### config.mk
export PLATFORM = sky130hd
export DESIGN_NAME = logic_proc_param_flat
export DESIGN_NICKNAME = d
export VERILOG_FILES = /design/src/rtl/logic_proc_param_if.sv /design/src/rtl/logic_proc_param.sv /design/src/flat_wrapper.sv
export SDC_FILE = /design/constraint.sdc
export NUM_CORES = 1
export LEC_CHECK = 0
export BUFFER_PORTS_ARGS = -buffer_cell sky130_fd_sc_hd__buf_4
export CAP_MARGIN = 15
export CORE_MARGIN = 10
export CORE_UTILIZATION = 30
export CTS_CLUSTER_SIZE = 20
export DETAILED_ROUTE_END_ITERATION = 10
export GPL_ROUTABILITY_DRIVEN = 0
export REMOVE_ABC_BUFFERS = 1
export SLEW_MARGIN = 5
export SYNTH_ARGS = -nofsm -noshare
export SYNTH_HDL_FRONTEND = slang
export SYNTH_SLANG_ARGS = --single-unit
### constraint.sdc
create_clock -name Clk -period 1.6 [get_ports Clk]
set_clock_uncertainty 0.05 [all_clocks]
set_input_delay 0.32 -clock Clk [delete_from_list [all_inputs] [get_ports Clk]]
set_output_delay 0.32 -clock Clk [all_outputs]
set_load 0.01 [all_outputs]
### src/rtl/logic_proc_param_if.sv
`default_nettype none
// ============================================================================
//  Module      : logic_proc_param_if
//  Description : Control/data bundle of the bit-serial logic processor.
//                Optional Zero/Parity flags present when LOGIC_PROC_FLAGS_EN
//                is defined.
//  Revision    : 1.0 - initial release
// ============================================================================
interface logic_proc_param_if #(
    parameter int WIDTH = 8,
    parameter int DIGIT = 1
);
    localparam int CW = $clog2(WIDTH / DIGIT) + 1;

    logic             LoadA;
    logic             LoadB;
    logic             Execute;
    logic [WIDTH-1:0] Din;
    logic [2:0]       F;
    logic [1:0]       R;
    logic [WIDTH-1:0] Aval;
    logic [WIDTH-1:0] Bval;
    logic             Busy;
    logic             Done;
    logic [CW-1:0]    Count;
`ifdef LOGIC_PROC_FLAGS_EN
    logic             Zero;
    logic             Parity;

    modport master (
        output LoadA, LoadB, Execute, Din, F, R,
        input  Aval, Bval, Busy, Done, Count, Zero, Parity
    );
    modport slave (
        input  LoadA, LoadB, Execute, Din, F, R,
        output Aval, Bval, Busy, Done, Count, Zero, Parity
    );
`else
    modport master (
        output LoadA, LoadB, Execute, Din, F, R,
        input  Aval, Bval, Busy, Done, Count
    );
    modport slave (
        input  LoadA, LoadB, Execute, Din, F, R,
        output Aval, Bval, Busy, Done, Count
    );
`endif
endinterface
`default_nettype wire

### src/rtl/logic_proc_param.sv
`default_nettype none
// ============================================================================
//  Module      : logic_proc_param
//  Description : Parametrised bit-serial logic processor. Holds A/B registers,
//                applies one of eight bitwise functions DIGIT bits per clock
//                and routes the result back into A and/or B.
//                Optional feature macro: LOGIC_PROC_FLAGS_EN (Zero/Parity).
//  Revision    : 1.0 - initial release
// ============================================================================
module logic_proc_param #(
    parameter int WIDTH = 8,
    parameter int DIGIT = 1
) (
    input  wire logic          Clk,
    input  wire logic          Reset,
    logic_proc_param_if.slave  bus
);
    localparam int N  = WIDTH / DIGIT;
    localparam int CW = $clog2(N) + 1;
    localparam logic [CW-1:0] LAST_COUNT = CW'(N - 1);

    typedef enum logic [1:0] {
        IDLE  = 2'd0,
        SHIFT = 2'd1,
        HOLD  = 2'd2
    } state_t;

    state_t           state_q;
    state_t           state_d;
    logic [WIDTH-1:0] a_q;
    logic [WIDTH-1:0] b_q;
    logic [CW-1:0]    count_q;
    logic             done_q;
    logic [2:0]       f_lat;
    logic [1:0]       r_lat;

    logic             start;
    logic             shift_en;
    logic             last_shift;
    logic [DIGIT-1:0] a_lo;
    logic [DIGIT-1:0] b_lo;
    logic [DIGIT-1:0] digit_res;
    logic [DIGIT-1:0] a_in;
    logic [DIGIT-1:0] b_in;
    logic [WIDTH-1:0] a_next;
    logic [WIDTH-1:0] b_next;

    // State register
    always_ff @(posedge Clk or posedge Reset) begin
        if (Reset) state_q <= IDLE;
        else       state_q <= state_d;
    end

    // Next-state and control decode
    always_comb begin
        state_d    = state_q;
        start      = 1'b0;
        shift_en   = 1'b0;
        last_shift = 1'b0;
        case (state_q)
            IDLE: begin
                if (bus.Execute) begin
                    start   = 1'b1;
                    state_d = SHIFT;
                end
            end
            SHIFT: begin
                shift_en = 1'b1;
                if (count_q == LAST_COUNT) begin
                    last_shift = 1'b1;
                    state_d    = HOLD;
                end
            end
            HOLD: begin
                if (!bus.Execute) state_d = IDLE;
            end
            default: state_d = IDLE;
        endcase
    end

    // Per-digit function and routing of the low digits of A and B
    always_comb begin
        a_lo = a_q[DIGIT-1:0];
        b_lo = b_q[DIGIT-1:0];
        case (f_lat)
            3'b000:  digit_res = a_lo & b_lo;
            3'b001:  digit_res = a_lo | b_lo;
            3'b010:  digit_res = a_lo ^ b_lo;
            3'b011:  digit_res = {DIGIT{1'b1}};
            3'b100:  digit_res = ~(a_lo & b_lo);
            3'b101:  digit_res = ~(a_lo | b_lo);
            3'b110:  digit_res = ~(a_lo ^ b_lo);
            default: digit_res = {DIGIT{1'b0}};
        endcase
        // Unrouted registers rotate their own low digit back in
        case (r_lat)
            2'b01:   begin a_in = a_lo;      b_in = digit_res; end
            2'b10:   begin a_in = digit_res; b_in = b_lo;      end
            2'b11:   begin a_in = b_lo;      b_in = a_lo;      end
            default: begin a_in = a_lo;      b_in = b_lo;      end
        endcase
        a_next = (a_q >> DIGIT) | (WIDTH'(a_in) << (WIDTH - DIGIT));
        b_next = (b_q >> DIGIT) | (WIDTH'(b_in) << (WIDTH - DIGIT));
    end

    // Datapath registers: loads in IDLE, latch F/R on start, shift in SHIFT
    always_ff @(posedge Clk or posedge Reset) begin
        if (Reset) begin
            a_q     <= '0;
            b_q     <= '0;
            count_q <= '0;
            done_q  <= 1'b0;
            f_lat   <= 3'b000;
            r_lat   <= 2'b00;
        end else begin
            done_q <= last_shift;
            if (start) begin
                // Execute takes priority over a load on the same edge
                count_q <= '0;
                f_lat   <= bus.F;
                r_lat   <= bus.R;
            end else if (shift_en) begin
                a_q     <= a_next;
                b_q     <= b_next;
                count_q <= count_q + CW'(1);
            end else if (state_q == IDLE) begin
                if (bus.LoadA) a_q <= bus.Din;
                if (bus.LoadB) b_q <= bus.Din;
            end
        end
    end

`ifdef LOGIC_PROC_FLAGS_EN
    logic [WIDTH-1:0] res_sr;
    logic [WIDTH-1:0] res_next;
    logic             zero_q;
    logic             parity_q;

    // Full result assembled digit by digit, independent of routing
    always_comb begin
        res_next = (res_sr >> DIGIT) | (WIDTH'(digit_res) << (WIDTH - DIGIT));
    end

    // Result collector and flags captured on the completing edge
    always_ff @(posedge Clk or posedge Reset) begin
        if (Reset) begin
            res_sr   <= '0;
            zero_q   <= 1'b0;
            parity_q <= 1'b0;
        end else begin
            if (shift_en) res_sr <= res_next;
            if (last_shift) begin
                zero_q   <= ~|res_next;
                parity_q <= ^res_next;
            end
        end
    end

    assign bus.Zero   = zero_q;
    assign bus.Parity = parity_q;
`endif

    assign bus.Aval  = a_q;
    assign bus.Bval  = b_q;
    assign bus.Busy  = (state_q == SHIFT);
    assign bus.Done  = done_q;
    assign bus.Count = count_q;

endmodule
`default_nettype wire

### src/flat_wrapper.sv
// flat-port wrapper written by rule: the top's interface ports become plain ports
module logic_proc_param_flat 
#(
    parameter int WIDTH = 8,
    parameter int DIGIT = 1
)
  (Clk, Reset, bus_LoadA, bus_LoadB, bus_Execute, bus_Din, bus_F, bus_R, bus_Aval, bus_Bval, bus_Busy, bus_Done, bus_Count);
  logic_proc_param_if #(.WIDTH(WIDTH), .DIGIT(DIGIT)) bus_i ();
  input  wire logic Clk;
  input  wire logic Reset;
  input wire logic [$bits(bus_i.LoadA)-1:0] bus_LoadA;
  input wire logic [$bits(bus_i.LoadB)-1:0] bus_LoadB;
  input wire logic [$bits(bus_i.Execute)-1:0] bus_Execute;
  input wire logic [$bits(bus_i.Din)-1:0] bus_Din;
  input wire logic [$bits(bus_i.F)-1:0] bus_F;
  input wire logic [$bits(bus_i.R)-1:0] bus_R;
  output wire logic [$bits(bus_i.Aval)-1:0] bus_Aval;
  output wire logic [$bits(bus_i.Bval)-1:0] bus_Bval;
  output wire logic [$bits(bus_i.Busy)-1:0] bus_Busy;
  output wire logic [$bits(bus_i.Done)-1:0] bus_Done;
  output wire logic [$bits(bus_i.Count)-1:0] bus_Count;
  assign bus_i.LoadA = bus_LoadA;
  assign bus_i.LoadB = bus_LoadB;
  assign bus_i.Execute = bus_Execute;
  assign bus_i.Din = bus_Din;
  assign bus_i.F = bus_F;
  assign bus_i.R = bus_R;
  assign bus_Aval = bus_i.Aval;
  assign bus_Bval = bus_i.Bval;
  assign bus_Busy = bus_i.Busy;
  assign bus_Done = bus_i.Done;
  assign bus_Count = bus_i.Count;
  logic_proc_param #(.WIDTH(WIDTH), .DIGIT(DIGIT)) u_core (.Clk(Clk), .Reset(Reset), .bus(bus_i));
endmodule
==> results of run 1 <==
-- area by class of cell --
| class | instances | area share |
|---|---|---|
| Clock buffer | 3 | 0.0219 |
| Tap cell | 52 | 0.0346 |
| Sequential cell | 28 | 0.373 |
| Inverter | 6 | 0.0146 |
| Multi-Input combinational cell | 100 | 0.344 |
| Timing Repair Buffer | 53 | 0.211 |
-- worst register-to-register path: stages (launching register included) --
cell and delay (ps):
dfrtp_1 380, inv_1 100, ha_4 280, mux2i_2 70, a221oi_2 270, o21ai_0 130
a21oi_1 140
-- logic make-up after synthesis --
family          after synthesis  share of synthesized area
mux                           7                     0.0667
simple gates                 40                      0.162
compound gates               50                      0.199
buf+inv                      11                     0.0405
flops                        28                      0.505
fa+ha+maj                     3                     0.0270
-- synthesized netlist by cell type (all sizes together) --
cell    count
dfrtp      28
a21o        1
nand3b      3
nand2      17
mux2i       1
a31oi       2
ha          3
mux2        6
a221oi      1
nor3b       1
nor2        3
or2         1
a31o        1
nand2b      1
nor2b       5
nand4       1
o22ai       2
a211oi      2
buf         5
inv         6
o21ai      25
and2        7
and4b       1
a21oi      16
-- layer usage --
layer | GRT usage | routed length (um) | vias up
met3 | 0.0279 | 248 | 2
met2 | 0.159 | 1780 | 25
met4 | 0.0414 | 36 | 0
met1 | 0.116 | 1620 | 559
li1 | - | - | 590
met5 | 0 | 0 | -
-- repair_timing --
item                                    4_1_cts  5_1_grt
endpoints found under the setup margin        1        2
gates cloned                                  0        0
setup buffers                                 2        2
hold buffers                                  0        0
pin swaps                                     0        4
gates resized for setup                       3        4
-- stage by stage --
| step | power, mW | utilization | setup WS, ps |
|---|---|---|---|
| 2_1_floorplan | 2.45 | - | 125 |
| 3_5_place_dp | 3.36 | 0.405 | 45.6 |
| 5_1_grt | 4.22 | 0.426 | 1.78 |
| 3_3_place_gp | 3.33 | 0.405 | 107 |
| 6_report | 3.88 | 0.426 | 45.1 |
| 4_1_cts | 3.81 | 0.419 | 14.1 |
-- path summary, 6_finish.rpt --
check | cells past startpoint | to | slack [ps] | startpoint
setup / recovery | 3 | bus_Busy | 50 | u_core.state_q[1]$_DFFE_PP0P_
hold / removal | 3 | u_core.bus.Bval[1]$_DFFE_PP0P_ | 60 | Reset
setup reg to reg | 6 | u_core.bus.Bval[7]$_DFFE_PP0P_ | 120 | u_core.bus.Aval[0]$_DFFE_PP0P_
hold reg to reg | 1 | u_core.bus.Count[3]$_DFFE_PP0P_ | 450 | u_core.bus.Count[3]$_DFFE_PP0P_
max in group asynchronous | 3 | u_core.state_q[1]$_DFFE_PP0P_ | 1150 | Reset
min in group Clk | 3 | u_core.f_lat[0]$_DFFE_PP0P_ | 200 | bus_F[0]
-- sequential cells by signal (all words and copies together), names as in the netlist --
name              cells
u_core.bus.Aval       8
u_core.bus.Bval       8
u_core.bus.Count      4
u_core.f_lat          3
u_core.r_lat          2
u_core.state_q        2
u_core.bus.Done       1
-- report_power, final --
part           total [mW]  switching [mW]  leakage [nW]  internal [mW]
Sequential           1.39           0.351         0.343           1.04
Combinational        2.09           0.995         0.502           1.10
Clock               0.394           0.225        0.0216          0.169
Total                3.88            1.57         0.867           2.31
==> results.md, run 1 <==
- PD cells: 2060 mW/mm^2
- Leading cell type in the layout, fill and taps excluded: buf_4
- Tightest Pin Transition: 381 ps
- Num rows: 24
- CP Cell Sequence: nand2b_2 > inv_6 > buf_4
- Vias per Instance: 4.86
- Hold Crit Class: in2async
- Area Overhead vs Synth: 35.5%
- Design area: 0.00188 mm^2
- Area share of the largest cell type after synthesis: 0.505
- CP Data Required Time: 1230 ps
- Sequential share of the synthesized area: 0.505
- Ant diodes: 0
- Post-Syn Instances: 139
- VDD IR-drop max: 0.000641 V
- Iteration-0 DRC Markers: 42
- # IOs: 40
- Setup_tns: 0 ps
- Reg clk slew, reported paths: 100 ps
- Initial antenna violation count: 0
- Routed wire length: 3690 um
- CP Max Fanout: 5
- Mapped Area: 0.00139 mm^2
- CTS Buffer Depth: 2
- Initial Util: 0.315
- Unrepaired setup endpoints after global routing: false
- Drt pass-1 iters: 4
- Critical path type: reg2out
- # setup viols final: 0
- Routed Antenna Nets: 0
- Fin. max-slew vios: 0
- Placed instance area: 0.00179 mm^2
- CTS Buf Count: 3
- Yosys reg bits: 28
- Final Critical Period: 1550 ps
- Die area: 0.00775 mm^2
- Core ar.: 0.00441 mm^2
- Register area: 702 um^2
- Dominant cell type by area after synthesis: dfrtp_1
- IO Port Bufs: 39
- Vias: 1176
- Startpoint Class: register
- Slew headroom: 0.744
- Ys Warns: 0
- Mean Syn Cell Area: 9.99 um^2
- Max Fclk: 643 MHz
- Placed Cells: 235
- Fin nets: 213
- Status: finished, final reports clean
- Die X: 88.0 um
- GR Util All Layers: 0.0974
- Max Cap Violations: 0
- Skew-Pair Late Insertion Delay: 270 ps
- CP max-delay cell: dfrtp_2
- Number of distinct library cells after synthesis: 30
- Critical Path AT: 1180 ps
- Clk sink count: 28
- WHS: 58.8 ps
- Hold Fails Final Rpt: 0
- Pleak: 0.867 nW
- Largest cells by area after synthesis: dfrtp_1 50%, o21ai_1 7.6%, a21oi_1 5.8%
- Largest net degree at the start of global routing: 29
- Share of layout cells above drive strength 1: 0.379
- Die Ht: 88.0 um
- Crit path buf inv count: 2
- Grt total ovfl: 0
- Most frequent cells in the layout: 53 x buf_4, 27 x dfrtp_1, 22 x o21ai_1, 17 x nand2_1, 16 x a21oi_1
- Clk root buf: clkbuf_8
- Residual DRC: 0
- H-tree levels: 1
- Final cell count without fillers: 242
- Dpl hpwl: 2760 um
- Number of global-route vias before repair: 1220
- First-pass GRT wire length: 6040 um
- Setup crit end kind: output pin
- Multi-input combinational cell area: 648 um^2
- Fillers: 446
- Period utilization: 0.972
- Kind of cell adding the most delay to the critical path: flip-flops
- Max incr delay on CP: 460 ps
- Average wire per standard cell: 15.3 um
- CTS tree: yes
Power figures use the tool's default switching activity.
==> run 2: changes to the inputs <==
--- a/config.mk
+++ b/config.mk
@@ -12,8 +12,8 @@
 export CTS_CLUSTER_SIZE = 20
 export DETAILED_ROUTE_END_ITERATION = 10
 export GPL_ROUTABILITY_DRIVEN = 0
+export MAX_ROUTING_LAYER = met4
 export REMOVE_ABC_BUFFERS = 1
-export SLEW_MARGIN = 5
 export SYNTH_ARGS = -nofsm -noshare
 export SYNTH_HDL_FRONTEND = slang
 export SYNTH_SLANG_ARGS = --single-unit
==> run 2 against run 1 <==
Die area unchanged. Largest cell class unchanged. Wire length is 0.11% higher. Clock power is 1% higher. Sequential power about the same. Combinational power about the same. Sequential cell count unchanged. Non-clock buffer count unchanged.
==> results.md, run 2 (synthesis gave the netlist of run 1 again) <==
- Status: finished, final reports clean
- PD cells: 2060 mW/mm^2 (+0.11%)
- Leading cell type in the layout, fill and taps excluded: buf_4
- First-pass GRT wire length: 6070 um (+0.46%)
- Residual DRC: 0 (unchanged)
- Slew headroom: 0.746 (+0.00111)
- CTS Buf Count: 3 (unchanged)
- Placed instance area: 0.00179 mm^2 (unchanged)
- Placed Cells: 235 (unchanged)
- Clk root buf: clkbuf_8
- CP Max Fanout: 5 (unchanged)
- Most frequent cells in the layout: 53 x buf_4, 27 x dfrtp_1, 22 x o21ai_1, 17 x nand2_1, 16 x a21oi_1
- Routed Antenna Nets: 0 (unchanged)
- Max Fclk: 642 MHz (-0.20%)
- GR Util All Layers: 0.100 (+0.00311)
- Final Critical Period: 1560 ps (+3.14 ps)
- Number of global-route vias before repair: 1214 (-0.49%)
- Pleak: 0.867 nW (unchanged)
- Fin. max-slew vios: 0 (unchanged)
- Share of layout cells above drive strength 1: 0.379 (unchanged)
- Multi-input combinational cell area: 648 um^2 (unchanged)
- Setup crit end kind: output pin
- Skew-Pair Late Insertion Delay: 280 ps (about the same)
- Largest net degree at the start of global routing: 29 (unchanged)
- VDD IR-drop max: 0.000641 V (about the same)
- Final cell count without fillers: 242 (unchanged)
- Place WS: 45.6 ps (unchanged)
- H-tree levels: 1 (unchanged)
- Die X: 88.0 um (unchanged)
- Fillers: 446 (unchanged)
- CTS Buffer Depth: 2 (unchanged)
- Dpl hpwl: 2760 um (unchanged)
- # IOs: 40 (unchanged)
- Unrepaired setup endpoints after global routing: false
- Hold Fails Final Rpt: 0 (unchanged)
- Die area: 0.00775 mm^2 (unchanged)
- Vias: 1176 (unchanged)
- Register area: 702 um^2 (unchanged)
- Critical Path AT: 1190 ps (about the same)
- Routed wire length: 3700 um (+0.11%)
- Fin nets: 213 (unchanged)
- IO Port Bufs: 39 (unchanged)
- Period utilization: 0.974 (+0.00196)
- Worst setup margin: 41.9 ps (-3.14 ps)
- Iteration-0 DRC Markers: 33 (-21%)
- Core ar.: 0.00441 mm^2 (unchanged)
- Num rows: 24 (unchanged)
- Vias per Instance: 4.86 (unchanged)
- Average wire per standard cell: 15.3 um (+0.11%)
- # setup viols final: 0 (unchanged)
- Design area: 0.00188 mm^2 (unchanged)
- Grt total ovfl: 0 (unchanged)
- Critical path type: reg2out
- Startpoint Class: register
- Max Cap Violations: 0 (unchanged)
- Setup_tns: 0 ps (unchanged)
- Area Overhead vs Synth: 35.5% (unchanged)
- Reg clk slew, reported paths: 100 ps (about the same)
- Die Ht: 88.0 um (unchanged)
- Drt pass-1 iters: 4 (unchanged)
- CP Data Required Time: 1230 ps (about the same)
- Ant diodes: 0 (unchanged)
- CTS tree: yes
- Tightest Pin Transition: 379 ps (-1.65 ps)
- Clk sink count: 28 (unchanged)
- Initial antenna violation count: 0 (unchanged)
- Hold Crit Class: in2async
- Initial Util: 0.315 (unchanged)
## run 2: area by class of cell
class | instances | share of cell area
clock buffers | 3 | 0.0219
inverters | 6 | 0.0146
multi-input cells | 100 | 0.344
flip-flops and latches | 28 | 0.373
well taps | 52 | 0.0346
repair buffers | 53 | 0.211
## run 2: worst max-delay path, cell delays in order (launching register included)
cell	delay [ps]
dfrtp_2	460
nand2b_2	250
inv_6	90
buf_4	110
## run 2: metal layers
| layer | GRT usage | vias up | routed length (um) |
|---|---|---|---|
| met1 | 0.121 | 559 | 1690 |
| met5 | - | - | 0 |
| li1 | - | 589 | - |
| met4 | 0.0414 | 0 | 41 |
| met2 | 0.160 | 26 | 1770 |
| met3 | 0.0204 | 2 | 189 |
## run 2: where the power goes
group / internal, mW / switching (mW) / leakage (nW)
logic: 1.10 / 0.995 / 0.502
registers: 1.04 / 0.352 / 0.343
clock network: 0.169 / 0.228 / 0.0216
## run 2: worst paths after layout
| kind | from | endpoint | slack [ps] | cells after the start |
|---|---|---|---|---|
| max in group asynchronous | Reset | u_core.state_q[1]$_DFFE_PP0P_ | 1150 | 3 |
| min in group Clk | bus_F[0] | u_core.f_lat[0]$_DFFE_PP0P_ | 200 | 3 |
| min | Reset | u_core.state_q[0]$_DFFE_PP0P_ | 60 | 3 |
| min reg2reg | u_core.bus.Count[3]$_DFFE_PP0P_ | u_core.bus.Count[3]$_DFFE_PP0P_ | 450 | 1 |
| max reg2reg | u_core.state_q[1]$_DFFE_PP0P_ | u_core.bus.Aval[7]$_DFFE_PP0P_ | 120 | 6 |
| max | u_core.state_q[1]$_DFFE_PP0P_ | bus_Busy | 40 | 3 |
## run 2: repair_timing
action / in CTS / in global routing
resized for setup: 3 / 4
endpoints found under the setup margin: 1 / 2
setup buffers: 2 / 2
hold buffers: 0 / 0
pin swaps: 0 / 4
## run 2: metrics by stage
step	utilization	hold WS [ps]	power (mW)
2_1_floorplan	-	335	2.45
3_3_place_gp	0.405	373	3.33
3_5_place_dp	0.405	374	3.36
4_1_cts	0.419	68.6	3.81
5_1_grt	0.426	89.9	4.22
6_report	0.426	60.5	3.88
